File: config.mk
export PLATFORM = sky130hd
export DESIGN_NAME = mixer_gain_sequencer_flat
export DESIGN_NICKNAME = d
export VERILOG_FILES = /design/src/rtl/mixer_gain_sequencer_if.sv /design/src/rtl/mixer_gain_sequencer.sv /design/src/flat_wrapper.sv
export SDC_FILE = /design/constraint.sdc
export NUM_CORES = 1
export LEC_CHECK = 0
export BUFFER_PORTS_ARGS = -buffer_cell sky130_fd_sc_hd__buf_2
export CELL_PAD_IN_SITES_DETAIL_PLACEMENT = 1
export CELL_PAD_IN_SITES_GLOBAL_PLACEMENT = 1
export CORE_MARGIN = 5
export CORE_UTILIZATION = 28
export DETAILED_ROUTE_END_ITERATION = 10
export MAX_ROUTING_LAYER = met4
export PLACE_DENSITY = 0.67
export SYNTH_ARGS = -nofsm -noshare
export SYNTH_HDL_FRONTEND = slang
export SYNTH_SLANG_ARGS = --single-unit
File: constraint.sdc
create_clock -name clk -period 8 [get_ports clk]
set_input_delay 0.4 -clock clk [delete_from_list [all_inputs] [get_ports clk]]
set_output_delay 0.4 -clock clk [all_outputs]
set_load 0.05 [all_outputs]
File: src/rtl/mixer_gain_sequencer_if.sv
// ---------------------------------------------------------------------------
// mixer_gain_sequencer_if
//   Cartridge-bus I/O port pair used to program the mixer gains.
//   master : bus side (CPU / testbench) drives strobes, address, write data
//   slave  : mixer side, returns readback data and its drive-enable
// Signals
//   n_ioreq, n_wr, n_rd : active-low bus strobes, asynchronous to clk
//   address [7:0]       : I/O address
//   wdata   [7:0]       : write data
//   rdata   [7:0]       : readback data
//   rdata_en            : drive-enable for rdata
// ---------------------------------------------------------------------------
interface mixer_gain_sequencer_if;
  logic       n_ioreq;
  logic       n_wr;
  logic       n_rd;
  logic [7:0] address;
  logic [7:0] wdata;
  logic [7:0] rdata;
  logic       rdata_en;

  modport master (
    output n_ioreq, n_wr, n_rd, address, wdata,
    input  rdata, rdata_en
  );

  modport slave (
    input  n_ioreq, n_wr, n_rd, address, wdata,
    output rdata, rdata_en
  );
endinterface

File: src/rtl/mixer_gain_sequencer.sv
// ---------------------------------------------------------------------------
// mixer_gain_sequencer
//   Time-multiplexed 4-source mixer (SCC, OPLL, SSG, DCSG) with a 5-bit gain
//   per source (16 = unity). A single shared multiplier is stepped through
//   the four channels once per sample_en; the 23-bit sum is scaled by 1/16
//   and saturated to 17 bits signed.
// Ports
//   clk, reset  : system clock; asynchronous active-high reset
//   sample_en   : one-clk strobe that starts a mix sequence (ignored while busy)
//   bus         : I/O index/data port pair (slave modport)
//   scc_in      : 11-bit signed     opll_in : 16-bit signed
//   ssg_in      : 8-bit unsigned    dcsg_in : 14-bit signed
//   mix_out     : 17-bit signed saturated mix, held between updates
//   mix_valid   : one-clk pulse when mix_out has just been updated
//   busy        : high while the four channel steps run
// Configuration
//   MIXER_GAIN_READBACK_EN : when defined, an IN from IO_DATA_ADDR returns
//   {3'b000, gain[index]}; otherwise rdata/rdata_en are tied off.
// ---------------------------------------------------------------------------
module mixer_gain_sequencer #(
  parameter logic [7:0] IO_INDEX_ADDR = 8'h3E,
  parameter logic [7:0] IO_DATA_ADDR  = 8'h3F,
  parameter logic [4:0] DEFAULT_GAIN  = 5'd16
) (
  input  logic                clk,
  input  logic                reset,
  input  logic                sample_en,
  mixer_gain_sequencer_if.slave bus,
  input  logic signed [10:0]  scc_in,
  input  logic signed [15:0]  opll_in,
  input  logic        [7:0]   ssg_in,
  input  logic signed [13:0]  dcsg_in,
  output logic signed [16:0]  mix_out,
  output logic                mix_valid,
  output logic                busy
);

  typedef enum logic [2:0] {S_IDLE, S_CH0, S_CH1, S_CH2, S_CH3, S_OUT} state_t;

  state_t state, next_state;
  logic   start;
  logic [1:0] sel;

  // ---------------- bus write path ----------------
  logic [1:0] wr_sync;
  logic       wr_prev;
  logic       wr_rise;
  logic [4:0] gain [4];
  logic [1:0] index;

  // NOTE: sequential state is assigned with <= so every flop samples the
  // pre-edge value of its neighbours, matching real hardware.
  always_ff @(posedge clk or posedge reset) begin
    if (reset) begin
      wr_sync <= 2'b00;
      wr_prev <= 1'b0;
    end else begin
      wr_sync <= {wr_sync[0], ~bus.n_ioreq & ~bus.n_wr};
      wr_prev <= wr_sync[1];
    end
  end

  assign wr_rise = wr_sync[1] & ~wr_prev;

  // NOTE: the gain registers are a tiny register file, not a RAM, and must
  // come up at unity, so they are explicitly reset.
  always_ff @(posedge clk or posedge reset) begin
    if (reset) begin
      for (int i = 0; i < 4; i++) gain[i] <= DEFAULT_GAIN;
      index <= 2'd0;
    end else if (wr_rise) begin
      if (bus.address == IO_INDEX_ADDR) begin
        index <= bus.wdata[1:0];
      end else if (bus.address == IO_DATA_ADDR) begin
        gain[index] <= bus.wdata[4:0];
        index       <= index + 2'd1;
      end
    end
  end

  // ---------------- sequencer FSM ----------------
  always_ff @(posedge clk or posedge reset) begin
    if (reset) state <= S_IDLE;
    else       state <= next_state;
  end

  // busy and mix_valid are decoded from the state register, so mix_valid is
  // high during OUT (five clocks after the accepted strobe) while mix_out was
  // loaded on the CH3->OUT edge. OUT accepts a new strobe like IDLE does,
  // since busy is already low there.
  // NOTE: every output of this block gets a default first, so no path can
  // leave a signal unassigned and infer a latch.
  always_comb begin
    next_state = state;
    start      = 1'b0;
    busy       = 1'b0;
    mix_valid  = 1'b0;
    sel        = 2'd0;
    case (state)
      S_IDLE: if (sample_en) begin
        start      = 1'b1;
        next_state = S_CH0;
      end
      S_CH0: begin busy = 1'b1; sel = 2'd0; next_state = S_CH1; end
      S_CH1: begin busy = 1'b1; sel = 2'd1; next_state = S_CH2; end
      S_CH2: begin busy = 1'b1; sel = 2'd2; next_state = S_CH3; end
      S_CH3: begin busy = 1'b1; sel = 2'd3; next_state = S_OUT; end
      S_OUT: begin
        mix_valid = 1'b1;
        if (sample_en) begin
          start      = 1'b1;
          next_state = S_CH0;
        end else begin
          next_state = S_IDLE;
        end
      end
      default: next_state = S_IDLE;
    endcase
  end

  // ---------------- datapath ----------------
  // Align every source to a common 16-bit signed full scale.
  logic signed [15:0] ch_aligned [4];
  assign ch_aligned[0] = {scc_in, 5'd0};
  assign ch_aligned[1] = opll_in;
  assign ch_aligned[2] = {3'b000, ssg_in, 5'd0};
  assign ch_aligned[3] = {dcsg_in, 2'b00};

  logic signed [15:0] ch_snap   [4];
  logic        [4:0]  gain_snap [4];
  logic signed [22:0] acc, acc_next;
  logic signed [15:0] ch_sel;
  logic signed [5:0]  gain_sel;
  logic signed [20:0] prod;
  logic signed [18:0] scaled;
  logic signed [16:0] sat_next;

  // The single shared multiplier: one channel per clock.
  assign ch_sel   = ch_snap[sel];
  assign gain_sel = $signed({1'b0, gain_snap[sel]});
  assign prod     = 21'(ch_sel) * 21'(gain_sel);
  assign acc_next = acc + 23'(prod);
  assign scaled   = acc_next[22:4];   // arithmetic >>>4 of the final sum

  always_comb begin
    sat_next = scaled[16:0];
    if (scaled > 19'sd65535)       sat_next = 17'h0_FFFF;
    else if (scaled < -19'sd65536) sat_next = 17'h1_0000;
  end

  always_ff @(posedge clk or posedge reset) begin
    if (reset) begin
      for (int i = 0; i < 4; i++) begin
        ch_snap[i]   <= '0;
        gain_snap[i] <= '0;
      end
      acc     <= '0;
      mix_out <= '0;
    end else if (start) begin
      // Snapshot uses the pre-write gains if a bus write lands this clock.
      for (int i = 0; i < 4; i++) begin
        ch_snap[i]   <= ch_aligned[i];
        gain_snap[i] <= gain[i];
      end
      acc <= '0;
    end else if (busy) begin
      acc <= acc_next;
      if (state == S_CH3) mix_out <= sat_next;
    end
  end

  // ---------------- optional readback ----------------
`ifdef MIXER_GAIN_READBACK_EN
  logic [1:0] rd_sync;

  always_ff @(posedge clk or posedge reset) begin
    if (reset) begin
      rd_sync      <= 2'b00;
      bus.rdata    <= 8'h00;
      bus.rdata_en <= 1'b0;
    end else begin
      rd_sync <= {rd_sync[0], ~bus.n_ioreq & ~bus.n_rd};
      if (rd_sync[1] && bus.address == IO_DATA_ADDR) begin
        bus.rdata    <= {3'b000, gain[index]};
        bus.rdata_en <= 1'b1;
      end else begin
        bus.rdata    <= 8'h00;
        bus.rdata_en <= 1'b0;
      end
    end
  end

  logic unused_bits;
  assign unused_bits = &{1'b0, bus.wdata[7:5]};
`else
  assign bus.rdata    = 8'h00;
  assign bus.rdata_en = 1'b0;

  logic unused_bits;
  assign unused_bits = &{1'b0, bus.wdata[7:5], bus.n_rd};
`endif

endmodule

File: src/flat_wrapper.sv
// flat-port wrapper written by rule: the top's interface ports become plain ports
module mixer_gain_sequencer_flat 
#(
  parameter logic [7:0] IO_INDEX_ADDR = 8'h3E,
  parameter logic [7:0] IO_DATA_ADDR  = 8'h3F,
  parameter logic [4:0] DEFAULT_GAIN  = 5'd16
)
  (clk, reset, sample_en, scc_in, opll_in, ssg_in, dcsg_in, mix_out, mix_valid, busy, bus_n_ioreq, bus_n_wr, bus_n_rd, bus_address, bus_wdata, bus_rdata, bus_rdata_en);
  mixer_gain_sequencer_if bus_i ();
  input  logic clk;
  input  logic reset;
  input  logic sample_en;
  input  logic signed [10:0] scc_in;
  input  logic signed [15:0] opll_in;
  input  logic        [7:0] ssg_in;
  input  logic signed [13:0] dcsg_in;
  output logic signed [16:0] mix_out;
  output logic mix_valid;
  output logic busy;
  input wire logic [$bits(bus_i.n_ioreq)-1:0] bus_n_ioreq;
  input wire logic [$bits(bus_i.n_wr)-1:0] bus_n_wr;
  input wire logic [$bits(bus_i.n_rd)-1:0] bus_n_rd;
  input wire logic [$bits(bus_i.address)-1:0] bus_address;
  input wire logic [$bits(bus_i.wdata)-1:0] bus_wdata;
  output wire logic [$bits(bus_i.rdata)-1:0] bus_rdata;
  output wire logic [$bits(bus_i.rdata_en)-1:0] bus_rdata_en;
  assign bus_i.n_ioreq = bus_n_ioreq;
  assign bus_i.n_wr = bus_n_wr;
  assign bus_i.n_rd = bus_n_rd;
  assign bus_i.address = bus_address;
  assign bus_i.wdata = bus_wdata;
  assign bus_rdata = bus_i.rdata;
  assign bus_rdata_en = bus_i.rdata_en;
  mixer_gain_sequencer #(.IO_INDEX_ADDR(IO_INDEX_ADDR), .IO_DATA_ADDR(IO_DATA_ADDR), .DEFAULT_GAIN(DEFAULT_GAIN)) u_core (.clk(clk), .reset(reset), .sample_en(sample_en), .bus(bus_i), .scc_in(scc_in), .opll_in(opll_in), .ssg_in(ssg_in), .dcsg_in(dcsg_in), .mix_out(mix_out), .mix_valid(mix_valid), .busy(busy));
endmodule
==> results.md <==
* Status: finished clean
* Setup violations, final at 0
* CORE AREA at 34,400 sq um
* Period utilization at 0.945
* Worst R2R End: u_core.mix_out[15]
* DRT antenna net count at 0
* TritonRoute pass-1 iters at 5
* Slew of the pin with the lowest slew margin at 1.02 ns
* Final #Nets at 1,378
* Htree depth at 4
* Hpwl dp at 19.9 mm
* Rows at 68
* Iter 0 DRT Violations at 260
* Reg clk slew, reported paths at 0.08 ns
* Slew margin rel. at 0.319
* CTS Sinks at 137
* Crit path time final at 7.56 ns
* Later-pin clock latency in the skew report at 0.44 ns
* Class of the worst hold path: input pin to asynchronous set/reset pin
* Commonest cells after routing, fill and taps aside: nand2_1 (241), dfrtp_1 (132), nor2_1 (108)
* Die Wd at 196 um
* Slowest cell on crit path: fa_1
* Fillers at 4,099
* Setup crit start kind: flop
* EDFF count, synth at 0
* Vias in the first global route at 8,491
* Yosys top cell by area: dfrtp_1
* RR Startpoint: u_core.state[2]
* Full die area at 38,500 sq um
* Area Growth Syn to Fin at 17.1%
* Cell variety after synth at 62
* Fraction of registers with async set/reset at 1.00
* Initial Utilization at 0.282
* GRT Overall Usage at 0.144
* Main flop type after synthesis: dfrtp_1
* Fraction of the mapped netlist area in adder cells at 0.185
* Via count at 7,916
* Reg2reg setup slack at 0.44 ns
* Synth warn at 0
* Dpl ws at 0.0235 ns
* Share of the synthesized area in the top cell type at 0.343
* Die Height at 196 um
* Critical path class: flop to flop
* # IOs at 99
* Clock Tree Root: clkbuf_16
* Util after Layout at 0.330
* Area after DPL at 10,700 sq um
* First-pass GRT wire length at 44.4 mm
* Multiplexer share of the synthesized area at 0.0253
* Synth Area in Compound Gates at 0.151
* Post-CTS Hold Buffers at 0
* Global route overflow at 0
* Xor/xnor share of the synthesized area at 0.0378
* TritonCTS Buffers at 17
* CP max stage delay at 0.57 ns
* Mapped cell area at 9700 sq um
* Proportion of layout cells with a drive suffix above 1 at 0.179
* Max Cap Viol at 0
* Finished Cell Area at 11,400 sq um
* Sequential-to-total area share from yosys stat at 0.354
* Worst reg-to-reg path cell count at 28
* Commonest non-fill, non-tap cell in the layout: nand2_1
* Vias per cell at 4.77
* Port bufs at 85
* CTS tree: built
* Simple-gate share of the synthesized area at 0.186
* CTS max path bufs at 2
* Crit-path max FO at 19
* Min setup slack post-route at 0.442 ns
* Final WL at 26.4 mm
* Drt drc at 0
* WP data arrival at 7.86 ns
* #FFs+latches synth at 137
* Largest cells by area after synthesis: dfrtp_1 (34%), fa_1 (10%), nand2_1 (9.4%)
* Clk_skew at 0.0209 ns
* Endpoint type of the worst setup path: flop
* Worst Hold Margin at 0.0365 ns
* Syn Area/Cell at 8.73 sq um
* Fmax at 132 MHz
* Fin. Hold Viols at 0
* Pins Over Slew Limit at 0
* CP required at 8.30 ns
* Pin count of the biggest net entering global routing at 81
* # diodes at 0
* Main combinational cell family by area after synthesis: simple AND/OR/NAND/NOR gates
* Synthesized instance count at 1,111
* Routed wire per std cell at 15.9 um
* Initial antenna violation count at 0
* Final Wtd Congestion at 0.809
## worst max-delay path by stage
| stage | depth (start not counted) | slack [ns] | from | to |
|---|---|---|---|---|
| floorplan | 33 | 0.51 | u_core.state[2] | u_core.mix_out[1] |
| global placement | 29 | 0.09 | u_core.state[2] | u_core.mix_out[15] |
| detailed placement | 29 | 0.02 | u_core.state[2] | u_core.mix_out[4] |
| CTS | 30 | 0.05 | u_core.state[1] | u_core.mix_out[11] |
| global route | 28 | -0.04 | u_core.state[2] | u_core.mix_out[11] |
| finish | 28 | 0.44 | u_core.state[2] | u_core.mix_out[15] |
## area by class of cell
cell class,count,area [sq um],share of cell area
clock buffer,17,425,0.0375
sequential,137,3430,0.303
clock inverter,15,176,0.0155
tap,455,569,0.0501
multi-input combinational,838,5770,0.508
inverter,86,328,0.0289
timing repair buffer,113,652,0.0574
## critical path: cells and delay by family, from the launching register on
| family | cells | cell delay, ns |
|---|---|---|
| compound gates | 8 | 1.87 |
| mux | 1 | 0.41 |
| flops | 1 | 0.37 |
| fa+ha+maj | 5 | 2.38 |
| simple gates | 8 | 1.49 |
| buf+inv | 5 | 0.59 |
| xor+xnor | 1 | 0.29 |
## synth_stat cells, types with 8 or more instances
master      n
or2_2      11
a21o_1     18
dfrtp_1   133
a21oi_1    35
o21ai_0    56
a31oi_1    18
inv_1      86
fa_1       49
a211o_1     8
a211o_2     9
o22ai_1    14
mux2_2     20
xor2_1     15
xnor2_1    25
nand3_1    25
buf_4      11
nand2_1   242
clkbuf_1   40
nor2_1    109
ha_1       65
o211ai_1   13
## what timing repair did
action / 4_1_cts / 5_1_grt
endpoints found under the hold margin: 0 / 0
setup buffers: 0 / 2
resized for setup: 2 / 21
pin swaps: 0 / 3
endpoints found under the setup margin: 16 / 16
## logic make-up after synthesis
family	count (synthesis)
xor gates and xnor gates	41
muxes	22
and+or+nand+nor	431
buffers and inverters	144
AOI/OAI and AO/OA	221
adders and majority gates	114
DFF	137
other	1
## metrics by stage
| stage | std cells | setup TNS [ns] |
|---|---|---|
| floorplan | 1119 | 0 |
| global route | 1661 | -0.0753 |
| finish | 1661 | 0 |
| global placement | 1627 | 0 |
| CTS | 1659 | 0 |
| detailed placement | 1627 | 0 |
## state kept, by name, indices dropped and copies added (netlist names)
register	cells
u_core.wr_sync	2
u_core.state	3
u_core.index	2
u_core.acc	23
u_core.mix_out	17
u_core.gain	20
u_core.wr_prev	1
u_core.gain_snap	20
u_core.ch_snap	49
## routing by layer
layer	track usage	share of wire	wire length, um	vias to the layer above
met1	0.190	0.48	12700	3965
met5	-	0	0	-
met2	0.240	0.49	13000	88
met3	0.0143	0.017	456	22
met4	0.0310	0.0097	256	0
li1	-	-	-	3841
Power is left out: the tool's default activity adds up to more than one toggle a clock period on the data nets, which glitch-free logic cannot reach.
